--- src/rtl/uart_program_loader.sv ---
// uart_program_loader
// Boot-time program loader. Receives a UART 8N1 byte stream, assembles
// little-endian 32-bit words and writes them to consecutive instruction
// memory addresses. The core is held in reset until the whole image is in.
// Stream format: a 4-byte little-endian word count, then that many words.
//
// Ports:
//   clk          system clock
//   rst          synchronous active-high reset
//   rx_serial    asynchronous UART line, idle high
//   imem_we      one-cycle instruction memory write strobe
//   imem_addr    word address of the write
//   imem_wdata   assembled instruction word
//   cpu_rst      pipeline reset, high until the image is loaded
//   load_done    high once the image is fully written
//   frame_err    sticky, a stop bit was sampled low
//   overflow_err sticky, image longer than memory depth
module uart_program_loader #(
    parameter int CLKS_PER_BIT = 868,
    parameter int ADDR_WIDTH   = 10
) (
    input  logic                  clk,
    input  logic                  rst,
    input  logic                  rx_serial,
    output logic                  imem_we,
    output logic [ADDR_WIDTH-1:0] imem_addr,
    output logic [31:0]           imem_wdata,
    output logic                  cpu_rst,
    output logic                  load_done,
    output logic                  frame_err,
    output logic                  overflow_err
);

    localparam int CNT_W = $clog2(CLKS_PER_BIT);
    localparam logic [CNT_W-1:0] BIT_LAST  = CNT_W'(CLKS_PER_BIT - 1);
    localparam logic [CNT_W-1:0] HALF_LAST = CNT_W'(CLKS_PER_BIT / 2 - 1);
    localparam logic [31:0]      DEPTH     = 32'(2 ** ADDR_WIDTH);

    typedef enum logic [2:0] {RX_IDLE, RX_START, RX_DATA, RX_STOP, RX_WAIT_IDLE} rx_state_t;
    typedef enum logic [1:0] {L_LEN, L_DATA, L_DONE} ld_state_t;

    logic                  rx_meta_q, rx_sync_q;
    rx_state_t             rx_state_q, rx_state_d;
    logic [CNT_W-1:0]      clk_cnt_q, clk_cnt_d;
    logic [2:0]            bit_cnt_q, bit_cnt_d;
    logic [7:0]            shift_q, shift_d;
    logic                  byte_valid_q, byte_valid_d;
    logic                  frame_err_q, frame_err_d;

    ld_state_t             ld_state_q, ld_state_d;
    logic [1:0]            byte_idx_q, byte_idx_d;
    logic [31:0]           word_buf_q, word_buf_d;
    logic [31:0]           word_count_q, word_count_d;
    logic [31:0]           word_idx_q, word_idx_d;
    logic                  word_done_q, word_done_d;
    logic                  imem_we_q, imem_we_d;
    logic [ADDR_WIDTH-1:0] imem_addr_q, imem_addr_d;
    logic [31:0]           imem_wdata_q, imem_wdata_d;
    logic                  cpu_rst_q, cpu_rst_d;
    logic                  load_done_q, load_done_d;
    logic                  overflow_err_q, overflow_err_d;
    logic [31:0]           assembled_s;

    // The completed word: current byte lands in the top lane.
    assign assembled_s = {shift_q, word_buf_q[23:0]};

    // UART receiver next-state: bit timing, sampling and frame check.
    always_comb begin
        rx_state_d   = rx_state_q;
        clk_cnt_d    = clk_cnt_q;
        bit_cnt_d    = bit_cnt_q;
        shift_d      = shift_q;
        byte_valid_d = 1'b0;
        frame_err_d  = frame_err_q;
        case (rx_state_q)
            RX_IDLE: begin
                clk_cnt_d = '0;
                if (!rx_sync_q) begin
                    rx_state_d = RX_START;
                    bit_cnt_d  = 3'd0;
                end else begin
                    rx_state_d = RX_IDLE;
                end
            end
            RX_START: begin
                if (clk_cnt_q == HALF_LAST) begin
                    clk_cnt_d = '0;
                    // A start bit that is gone by mid-bit was a glitch.
                    if (!rx_sync_q) begin
                        rx_state_d = RX_DATA;
                    end else begin
                        rx_state_d = RX_IDLE;
                    end
                end else begin
                    clk_cnt_d = clk_cnt_q + CNT_W'(1);
                end
            end
            RX_DATA: begin
                if (clk_cnt_q == BIT_LAST) begin
                    clk_cnt_d = '0;
                    shift_d   = {rx_sync_q, shift_q[7:1]};
                    bit_cnt_d = bit_cnt_q + 3'd1;
                    if (bit_cnt_q == 3'd7) begin
                        rx_state_d = RX_STOP;
                    end else begin
                        rx_state_d = RX_DATA;
                    end
                end else begin
                    clk_cnt_d = clk_cnt_q + CNT_W'(1);
                end
            end
            RX_STOP: begin
                if (clk_cnt_q == BIT_LAST) begin
                    clk_cnt_d = '0;
                    if (rx_sync_q) begin
                        byte_valid_d = 1'b1;
                        rx_state_d   = RX_IDLE;
                    end else begin
                        frame_err_d  = 1'b1;
                        rx_state_d   = RX_WAIT_IDLE;
                    end
                end else begin
                    clk_cnt_d = clk_cnt_q + CNT_W'(1);
                end
            end
            RX_WAIT_IDLE: begin
                if (rx_sync_q) begin
                    rx_state_d = RX_IDLE;
                end else begin
                    rx_state_d = RX_WAIT_IDLE;
                end
            end
            default: begin
                rx_state_d = RX_IDLE;
            end
        endcase
    end

    // Loader next-state: length header, word assembly, memory writes.
    always_comb begin
        ld_state_d     = ld_state_q;
        byte_idx_d     = byte_idx_q;
        word_buf_d     = word_buf_q;
        word_count_d   = word_count_q;
        word_idx_d     = word_idx_q;
        word_done_d    = 1'b0;
        imem_we_d      = 1'b0;
        imem_addr_d    = imem_addr_q;
        imem_wdata_d   = imem_wdata_q;
        cpu_rst_d      = cpu_rst_q;
        load_done_d    = load_done_q;
        overflow_err_d = overflow_err_q;
        case (ld_state_q)
            L_LEN: begin
                if (byte_valid_q) begin
                    word_buf_d[{byte_idx_q, 3'b000} +: 8] = shift_q;
                    byte_idx_d = byte_idx_q + 2'd1;
                    if (byte_idx_q == 2'd3) begin
                        word_count_d = assembled_s;
                        word_idx_d   = 32'd0;
                        if (assembled_s == 32'd0) begin
                            ld_state_d  = L_DONE;
                            load_done_d = 1'b1;
                            cpu_rst_d   = 1'b0;
                        end else begin
                            ld_state_d  = L_DATA;
                        end
                    end else begin
                        ld_state_d = L_LEN;
                    end
                end else begin
                    ld_state_d = L_LEN;
                end
            end
            L_DATA: begin
                // word_done_q marks the write cycle, when word_idx_q has already advanced.
                if (word_done_q && (word_idx_q == word_count_q)) begin
                    ld_state_d  = L_DONE;
                    load_done_d = 1'b1;
                    cpu_rst_d   = 1'b0;
                end else if (byte_valid_q) begin
                    word_buf_d[{byte_idx_q, 3'b000} +: 8] = shift_q;
                    byte_idx_d = byte_idx_q + 2'd1;
                    if (byte_idx_q == 2'd3) begin
                        word_done_d = 1'b1;
                        word_idx_d  = word_idx_q + 32'd1;
                        // Words past the memory end are consumed but never written.
                        if (word_idx_q < DEPTH) begin
                            imem_we_d    = 1'b1;
                            imem_addr_d  = word_idx_q[ADDR_WIDTH-1:0];
                            imem_wdata_d = assembled_s;
                        end else begin
                            overflow_err_d = 1'b1;
                        end
                    end else begin
                        word_done_d = 1'b0;
                    end
                end else begin
                    ld_state_d = L_DATA;
                end
            end
            L_DONE: begin
                ld_state_d = L_DONE;
            end
            default: begin
                ld_state_d = L_LEN;
            end
        endcase
    end

    // State registers, synchronizer and registered outputs.
    always_ff @(posedge clk) begin
        if (rst) begin
            rx_meta_q      <= 1'b1;
            rx_sync_q      <= 1'b1;
            rx_state_q     <= RX_IDLE;
            clk_cnt_q      <= '0;
            bit_cnt_q      <= 3'd0;
            shift_q        <= 8'd0;
            byte_valid_q   <= 1'b0;
            frame_err_q    <= 1'b0;
            ld_state_q     <= L_LEN;
            byte_idx_q     <= 2'd0;
            word_buf_q     <= 32'd0;
            word_count_q   <= 32'd0;
            word_idx_q     <= 32'd0;
            word_done_q    <= 1'b0;
            imem_we_q      <= 1'b0;
            imem_addr_q    <= '0;
            imem_wdata_q   <= 32'd0;
            cpu_rst_q      <= 1'b1;
            load_done_q    <= 1'b0;
            overflow_err_q <= 1'b0;
        end else begin
            rx_meta_q      <= rx_serial;
            rx_sync_q      <= rx_meta_q;
            rx_state_q     <= rx_state_d;
            clk_cnt_q      <= clk_cnt_d;
            bit_cnt_q      <= bit_cnt_d;
            shift_q        <= shift_d;
            byte_valid_q   <= byte_valid_d;
            frame_err_q    <= frame_err_d;
            ld_state_q     <= ld_state_d;
            byte_idx_q     <= byte_idx_d;
            word_buf_q     <= word_buf_d;
            word_count_q   <= word_count_d;
            word_idx_q     <= word_idx_d;
            word_done_q    <= word_done_d;
            imem_we_q      <= imem_we_d;
            imem_addr_q    <= imem_addr_d;
            imem_wdata_q   <= imem_wdata_d;
            cpu_rst_q      <= cpu_rst_d;
            load_done_q    <= load_done_d;
            overflow_err_q <= overflow_err_d;
        end
    end

    assign imem_we      = imem_we_q;
    assign imem_addr    = imem_addr_q;
    assign imem_wdata   = imem_wdata_q;
    assign cpu_rst      = cpu_rst_q;
    assign load_done    = load_done_q;
    assign frame_err    = frame_err_q;
    assign overflow_err = overflow_err_q;

endmodule

--- config.mk ---
export PLATFORM = sky130hd
export DESIGN_NAME = uart_program_loader
export DESIGN_NICKNAME = d
export VERILOG_FILES = /design/src/rtl/uart_program_loader.sv
export SDC_FILE = /design/constraint.sdc
export NUM_CORES = 1
export LEC_CHECK = 0
export ABC_AREA = 1
export BUFFER_PORTS_ARGS = -buffer_cell sky130_fd_sc_hd__buf_2
export CORE_MARGIN = 5
export CORE_UTILIZATION = 50
export CTS_CLUSTER_DIAMETER = 150
export DETAILED_ROUTE_END_ITERATION = 8
export PLACE_DENSITY = 0.67
export REMOVE_ABC_BUFFERS = 1
export SLEW_MARGIN = 20
export SYNTH_ARGS = -nofsm -noshare
export SYNTH_HDL_FRONTEND = slang
export SYNTH_SLANG_ARGS = --single-unit
--- constraint.sdc ---
create_clock -name clk -period 2.1 [get_ports clk]
set_input_delay 0.63 -clock clk [delete_from_list [all_inputs] [get_ports clk]]
set_output_delay 0.63 -clock clk [all_outputs]
set_load 0.02 [all_outputs]
==> summary.md, run 1 <==
| Metric | Value |
|---|---|
| Total power | approximately 6.7 mW |
| Syn_area_per_cell | between 6 and 7 µm² |
| Largest net degree at the start of global routing | approximately 40 |
| Num Clock Sinks | 167 |
| Most frequent cells in the layout | 414 x nand2_1, 229 x nor2_1, 186 x inv_1 |
| Clock transition at path regs | approximately 0.07 ns |
| RePlAce Congestion | slightly below 1 |
| Clock power share | between 40% and 50% |
| Net Sw Frac | between 20% and 30% |
| Starting DRT DRC Count | 716 |
| Seq cells post-synth | ~170 |
| Critical path buffer and inverter count | 2 |
| Crit path capture | word_idx_q[27]$_SDFFE_PP0P_ |
| Final min period | between 1.5 and 2 ns |
| Chip height | between 100 and 150 µm |
| CP startpoint | word_idx_q[30]$_SDFFE_PP0P_ |
| Commonest non-fill, non-tap cell in the layout | nand2_1 |
| Total number of vias | a little under 9000 |
| Flop pwr share | 47.6% |
| Yosys cell types | 40 |
| Power Internal | between 4 and 5 mW |
| Post-synth EDFFs | 0 |
| Cell row count | between 40 and 50 |
| Num CTS Buffers | 17 |
| Buffers on Ports | 49 |
| Period utilisation layout | just over 90% |
| Terminus of the critical flop-to-flop path | word_idx_q[27]$_SDFFE_PP0P_ |
| Initial antenna violation count | 0 |
| Die X-Extent | approximately 140 µm |
| DP Worst Slack | approximately 0.12 ns |
| Clock Latency Late Sink | 0.45 ns |
| R2r setup slk | between 0.15 and 0.2 ns |
| Worst relative slew slack | roughly 64% |
| Finished Cell Area | roughly 10000 µm² |
| Ports | 50 |
| CP required | around 2.5 ns |
| Hold/Removal Path Class | primary input to register |
| Max frequency | approximately 0.52 GHz |
| PD cells | between 600 and 700 nW/µm² |
| Tightest Pin Transition | roughly 0.54 ns |
| CTS tree | done |
| H-tree depth | 4 |
| FF-to-FF Start | word_idx_q[30]$_SDFFE_PP0P_ |
| CP Class | register to register |
| # DRC | 0 |
| Max-Cap Viols | 0 |
| Post-synth ARST share | 0% |
| Setup crit start kind | register |
| CP arrival | 2.30 ns |
| CTS Buffer Depth | 2 |
| RSZ-0062 raised after global routing | yes |
| Slew Viols, Final | 0 |
| Status | finished, final reports clean |
| Wire length per cell | between 15 and 20 µm |
| Antenna diode count | 0 |
| Final setup margin | around 0.16 ns |
| Final hold vios | 0 |
| Number of global-route vias before repair | approximately 8400 |
| Cell count after synthesis | around 1400 |
| Crit-path slowest cell | dfxtp_1 |
| Top FF cell, synth | dfxtp_1 |
| CTS Hold Bufs | 0 |
| Nets@finish | roughly 1500 |
| Filler instances | 1723 |
| Top delay family on crit path | simple AND/OR/NAND/NOR gates |
| Core area | between 15000 and 20000 µm² |
| P_sw | between 1.5 and 2 mW |
| Initial core utilization | roughly half |
| Final core occ | 59.31% |
| CP peak stage delay | between 0.4 and 0.5 ns |
| Layout area overhead | 15.63% |
| DP Area | 9608 µm² |
| Seq/Total Area, Yosys | a little under two fifths |
| Placed Cells | 1693 |
| Total Routing Usage GR | a little over a quarter |
| Hold slack | ~0.36 ns |
| Yosys warns | 0 |
| CTS root buffer | clkbuf_16 |
| Post-detail-place hpwl | 19830 µm |
| Antenna-violating nets left | 0 |
| Layout Skew | between 0.015 and 0.02 ns |
| First-pass GRT wire length | 43550 µm |
| Layout cells sized above 1 | between 10 and 15% |
| Vias/cell | between 5 and 6 |
| TNS Setup | 0 ns |
| Cell depth of the worst setup path | 11 |
| Iteration count of the initial detailed-routing pass | 6 |
| CP endpoint kind | register |
| Post-Syn Area | around 8900 µm² |
| Most common cell on crit path | nand2_1 |
| Final wirelength | approximately 27000 µm |
| Depth of the most critical reg-to-reg path | 11 |
| Leakage | between 4 and 5 nW |
| Largest fanout on the critical path | 31 |
| Worst path cell trace | inv_1, nand2_1, nand2_1, nand2_1, nor2_1, nand2_1, nor2_1, nand3_2, buf_4, nand3_1, a21oi_1 |
| Final non-filler cell total | around 1700 |
| Worst VDD drop | approximately 660 µV |
| Comb power frac | between 3 and 4% |
| Final setup fails | 0 |
| Global route overflow | 0 |
| DIE AREA | 20570 µm² |
## Yosys cell counts (11+ instances only)
library cell	count	area share, %
a21oi_1	89	5.0
nor3_1	25	1.4
clkbuf_1	27	1.1
inv_2	16	0.67
inv_1	187	7.9
dfxtp_1	167	38
buf_6	11	1.4
nand3_1	71	4.0
o21ai_0	52	2.9
nor2_1	230	9.7
nand2_1	415	17
xor2_1	11	1.1
nand4_1	44	3.1
buf_2	13	0.73
## worst min path at each step
stage / slack (ns) / to / start / cells after the start
2_1_floorplan: 0.39 / rx_sync_q$_SDFF_PP1_ / rx_meta_q$_SDFF_PP1_ / 1
3_3_place_gp: 0.39 / rx_sync_q$_SDFF_PP1_ / rx_meta_q$_SDFF_PP1_ / 1
3_5_place_dp: 0.40 / rx_sync_q$_SDFF_PP1_ / rx_meta_q$_SDFF_PP1_ / 1
4_1_cts: 0.36 / rx_meta_q$_SDFF_PP1_ / rx_serial / 2
5_1_grt: 0.37 / rx_meta_q$_SDFF_PP1_ / rx_serial / 2
6_report: 0.36 / rx_meta_q$_SDFF_PP1_ / rx_serial / 2
## final cells by class
type | instances | area [µm²] | area share (%)
multi-input cells | 988 | 4474 | 43.47
flip-flops and latches | 167 | 3351 | 32.55
repair buffers | 109 | 788.3 | 7.658
inverters | 205 | 770.7 | 7.488
clock buffers | 17 | 425.4 | 4.133
well taps | 225 | 281.5 | 2.735
clock inverters | 15 | 202.7 | 1.969
## sequential cells by signal (all words and copies together) (netlist names)
signal and cells:
rx_meta_q 1, imem_addr 10, ld_state_q 2, word_done_q 1
cpu_rst 1, overflow_err 1, clk_cnt_q 10, rx_sync_q 1
word_count_q 32, shift_q 8, word_buf_q 24, imem_we 1
imem_wdata 32, frame_err 1, load_done 1, byte_valid_q 1
rx_state_q 3, word_idx_q 32, bit_cnt_q 3, byte_idx_q 2
## cells by family after synthesis
group / synth area share, %
AOI/OAI and AO/OA: 8.658
xor gates and xnor gates: 2.066
adders and majority gates: 1.405
buffers and inverters: 12.59
DFF: 37.55
and+or+nand+nor: 37.72
## power groups by stage
| stage | combinational, mW | sequential (mW) | clock [mW] |
|---|---|---|---|
| after floorplan | 0.132 | 3.27 | 0 |
| after global placement | 0.210 | 3.28 | 0 |
| after detailed placement | 0.211 | 3.28 | 0 |
| after CTS | 0.212 | 3.20 | 3.34 |
| after global routing | 0.240 | 3.20 | 3.50 |
| final | 0.212 | 3.20 | 3.31 |
## metal layers
| metal | part of all wire [%] | routed length, µm | vias up | track usage [%] |
|---|---|---|---|---|
| li1 | - | - | 4545 | - |
| met3 | 5.7 | 1540 | 69 | 4.260 |
| met1 | 45 | 12020 | 4050 | 35.79 |
| met2 | 45 | 12230 | 291 | 42.26 |
| met5 | 0 | 0 | - | 0 |
| met4 | 4.3 | 1166 | 0 | 12.09 |
## worst register-to-register path: cells and delay by family, from the launching register on
kind	cells	cell delay, ns
simple gates	8	0.65
buf+inv	2	0.52
flops	1	0.47
compound gates	1	0.21
## what timing repair did
action | CTS | global route
setup endpoints to repair | 0 | 56
gates resized for setup | 0 | 12
setup buffers | 0 | 0
hold endpoints to repair | 0 | 0
Note: power is estimated with default switching activity, not from simulation.
==> run 2, diff against run 1 <==
--- a/config.mk
+++ b/config.mk
@@ -5,13 +5,12 @@
 export SDC_FILE = /design/constraint.sdc
 export NUM_CORES = 1
 export LEC_CHECK = 0
-export ABC_AREA = 1
 export BUFFER_PORTS_ARGS = -buffer_cell sky130_fd_sc_hd__buf_2
 export CORE_MARGIN = 5
 export CORE_UTILIZATION = 50
 export CTS_CLUSTER_DIAMETER = 150
 export DETAILED_ROUTE_END_ITERATION = 8
-export PLACE_DENSITY = 0.67
+export PLACE_DENSITY = 0.68
 export REMOVE_ABC_BUFFERS = 1
 export SLEW_MARGIN = 20
 export SYNTH_ARGS = -nofsm -noshare
==> run 2 against run 1 <==
Net effect:
- global-route usage shrank 5.0 points
- critical path depth shrank 3
- final cell count shrank 33%
- largest cell class unchanged
- highest routed layer unchanged
==> summary.md, run 2 <==
| Metric | Value |
|---|---|
| RSZ-0062 raised after global routing | yes |
| Synth top area share | 44.56% (+7.0 points) |
| Comb power frac | 1.6% (-1.6 points) |
| Leakage | 3.750 nW (-22%) |
| RePlAce Congestion | 0.9251 (-6.1%) |
| Crit-path slowest cell | or4_4 |
| Final min period | 2.078 ns (+0.1399 ns) |
| Antenna-violating nets left | 0 (unchanged) |
| Period utilisation layout | 98.95% (+6.7 points) |
| R2r setup slk | 0.02 ns (-0.14 ns) |
| P_sw | 1.398 mW (-20%) |
| Post-detail-place hpwl | 13520 µm (-32%) |
| Commonest non-fill, non-tap cell in the layout | dfxtp_1 |
| Largest area contributor in the netlist | dfxtp_1 |
| Status | finished, final reports clean |
| Largest fanout on the critical path | 12 (-61%) |
| Largest cells by area after synthesis | dfxtp_1 45%, mux2i_1 7.1%, nand2_1 6.2%, nor2_1 5.3%, xnor2_1 4.4% |
| Power Internal | 5.028 mW (+0.94%) |
| Iteration count of the initial detailed-routing pass | 5 (-1) |
| Final hold vios | 0 (unchanged) |
| Hold slack | 0.3791 ns (+0.01923 ns) |
| Crit path capture | imem_wdata[1]$_SDFFE_PP0P_ |
| Yosys cell types | 57 (+43%) |
| Post-Syn Area | 7503 µm² (-16%) |
| CTS Buffer Depth | 2 (unchanged) |
| Worst path cell trace | or4_4, nor4_4, buf_4, nand4_1, buf_6, clkbuf_16, mux2i_1, nor2_1 |
| DIE AREA | 17560 µm² (-15%) |
| CP required | 2.42 ns (-0.04 ns) |
| Layout cells sized above 1 | 24.03% (+12 points) |
| Nets@finish | 979 (-35%) |
| Global route overflow | 0 (unchanged) |
| CP arrival | 2.40 ns (+0.10 ns) |
| Syn_area_per_cell | 8.625 µm² (+38%) |
| Count leader, synth | dfxtp_1 |
| Num Clock Sinks | 167 (unchanged) |
| Clock power share | 49.0% (-0.2 points) |
| Largest net degree at the start of global routing | 58 (+41%) |
| Cell count after synthesis | 870 (-39%) |
| Vias/cell | 5.552 (+7.0%) |
| Initial core utilization | 51.24% (-0.051 points) |
| Net Sw Frac | 21.75% (-4.2 points) |
| Number of global-route vias before repair | 5966 (-29%) |
| Post-Synth Simple-Gate Area | 26.21% (-12 points) |
| CP Class | register to register |
| Top delay family on crit path | simple AND/OR/NAND/NOR gates |
| Cell row count | 44 (-8.3%) |
| Clock Latency Late Sink | 0.44 ns (about the same) |
| Total Routing Usage GR | 21.65% (-5.0 points) |
| Most frequent cells in the layout | 149 x dfxtp_1, 120 x nand2_1, 100 x nor2_1 |
| Yosys warns | 0 (unchanged) |
| Cell depth of the worst setup path | 8 (-3) |
| Terminus of the critical flop-to-flop path | imem_wdata[1]$_SDFFE_PP0P_ |
| # DRC | 0 (unchanged) |
| Starting DRT DRC Count | 559 (-22%) |
| Core area | 14640 µm² (-16%) |
| Initial antenna violation count | 0 (unchanged) |
| Seq cells post-synth | 167 (unchanged) |
| Top FF cell, synth | dfxtp_1 |
| Antenna diode count | 0 (unchanged) |
| Max frequency | 0.4813 GHz (-6.7%) |
| Critical path buffer and inverter count | 3 (+1) |
| Layout Skew | 0.009992 ns (-0.005562 ns) |
| Post-synth EDFFs | 0 (unchanged) |
| CTS Hold Bufs | 0 (unchanged) |
| FF-to-FF Start | word_idx_q[15]$_SDFFE_PP0P_ |
| First-pass GRT wire length | 30750 µm (-29%) |
| Buffers on Ports | 49 (unchanged) |
| Wire length per cell | 16.66 µm (+6.7%) |
| Total power | 6.425 mW (-4.5%) |
| Mux cell area share after synthesis | 7.220% (+7.2 points) |
| CP startpoint | word_idx_q[15]$_SDFFE_PP0P_ |
| Post-synth ARST share | 0% (unchanged) |
| Chip height | 132.5 µm (-7.6%) |
| Largest family of logic cells by synthesized area | simple AND/OR/NAND/NOR gates |
| Complex-gate fraction of the synthesized area | 9.822% (+1.2 points) |
| PD cells | 689.8 nW/µm² (+5.6%) |
| Worst relative slew slack | 71.72% (+7.6 points) |
| Slew Viols, Final | 0 (unchanged) |
| Final setup fails | 0 (unchanged) |
| Clock transition at path regs | 0.06 ns (about the same) |
| CTS root buffer | clkbuf_16 |
| Seq/Total Area, Yosys | 44.56% (+7.0 points) |
| Setup crit start kind | register |
| Num CTS Buffers | 17 (unchanged) |
| List of most frequent post-synthesis cells | 167 x dfxtp_1, 123 x nand2_1, 105 x nor2_1 |
| CP peak stage delay | 0.53 ns (+0.06 ns) |
| CP endpoint kind | register |
| Max-Cap Viols | 0 (unchanged) |
| Final core occ | 63.61% (+4.3 points) |
| Total number of vias | 6451 (-28%) |
| Hold/Removal Path Class | primary input to register |
| TNS Setup | 0 ns (unchanged) |
| Ports | 50 (unchanged) |
| Tightest Pin Transition | 0.4203 ns (-0.1160 ns) |
| Adder-cell share of the synthesized area | 1.668% (+0.26 points) |
| CTS tree | done |
| Worst VDD drop | 616.0 µV (-6.1%) |
| Die X-Extent | 132.5 µm (-7.6%) |
| Depth of the most critical reg-to-reg path | 8 (-3) |
| Synth Area in XOR/XNOR | 5.019% (+3.0 points) |
| H-tree depth | 4 (unchanged) |
| Flop pwr share | 49.3% (+1.7 points) |
| Layout area overhead | 24.15% |
| Final wirelength | 19360 µm (-28%) |
-- run 2: through the flow --
stage          setup slack (ns)  cells  cell area, µm²
2_1_floorplan            -1.559    813            7162
3_3_place_gp           -0.07719   1127            8351
3_5_place_dp           -0.09273   1127            8351
4_1_cts               -0.003532   1158            8981
5_1_grt                -0.08449   1162            9315
6_report                0.02210   1162            9315
-- run 2: layout make-up --
cell class | count | area [µm²]
clock inverters | 12 | 138.9
well taps | 184 | 230.2
inverters | 19 | 71.32
repair buffers | 134 | 1040
multi-input cells | 627 | 4011
clock buffers | 19 | 452.9
flip-flops and latches | 167 | 3371
fillers | 1249 | 5329
-- run 2: power by group through the flow --
stage | Sequential, mW | Clock [mW] | Combinational, mW
finish | 3.17 | 3.15 | 0.103
floorplan | 3.24 | 0 | 0.0318
CTS | 3.17 | 3.20 | 0.103
global placement | 3.24 | 0 | 0.103
detailed placement | 3.24 | 0 | 0.102
global route | 3.17 | 3.35 | 0.112
-- run 2: worst min-delay path by stage --
stage                                    start                   end  slack [ns]  cells after the start
after floorplan           rx_meta_q$_SDFF_PP1_  rx_sync_q$_SDFF_PP1_        0.39                      1
after global placement    rx_meta_q$_SDFF_PP1_  rx_sync_q$_SDFF_PP1_        0.39                      1
after detailed placement  rx_meta_q$_SDFF_PP1_  rx_sync_q$_SDFF_PP1_        0.40                      1
after CTS                            rx_serial  rx_meta_q$_SDFF_PP1_        0.36                      2
after global routing                 rx_serial  rx_meta_q$_SDFF_PP1_        0.37                      2
final                                rx_serial  rx_meta_q$_SDFF_PP1_        0.38                      2
-- run 2: routing by layer --
| layer | share of wire, % | track usage, % |
|---|---|---|
| met1 | 46 | 28.82 |
| met2 | 47 | 34.43 |
| met3 | 4.8 | 4.822 |
| met4 | 2.8 | 8.314 |
| met5 | 0 | 0 |
-- run 2: kinds of logic (layout without fill, tap and decap cells) --
logic type | count (synthesis) | count (layout)
and+or+nand+nor | 393 | 393
DFF | 167 | 167
AOI/OAI and AO/OA | 127 | 127
buffers and inverters | 76 | 184
muxes | 54 | 54
xor gates and xnor gates | 43 | 43
adders and majority gates | 10 | 10
-- run 2: repair_timing --
| action | in CTS | in global routing |
|---|---|---|
| cloned | 0 | 1 |
| endpoints found under the setup margin | 59 | 108 |
| hold endpoints to repair | 0 | 0 |
| buffers inserted | 0 | 3 |
| pin swaps | 1 | 10 |
| gates resized for setup | 11 | 67 |
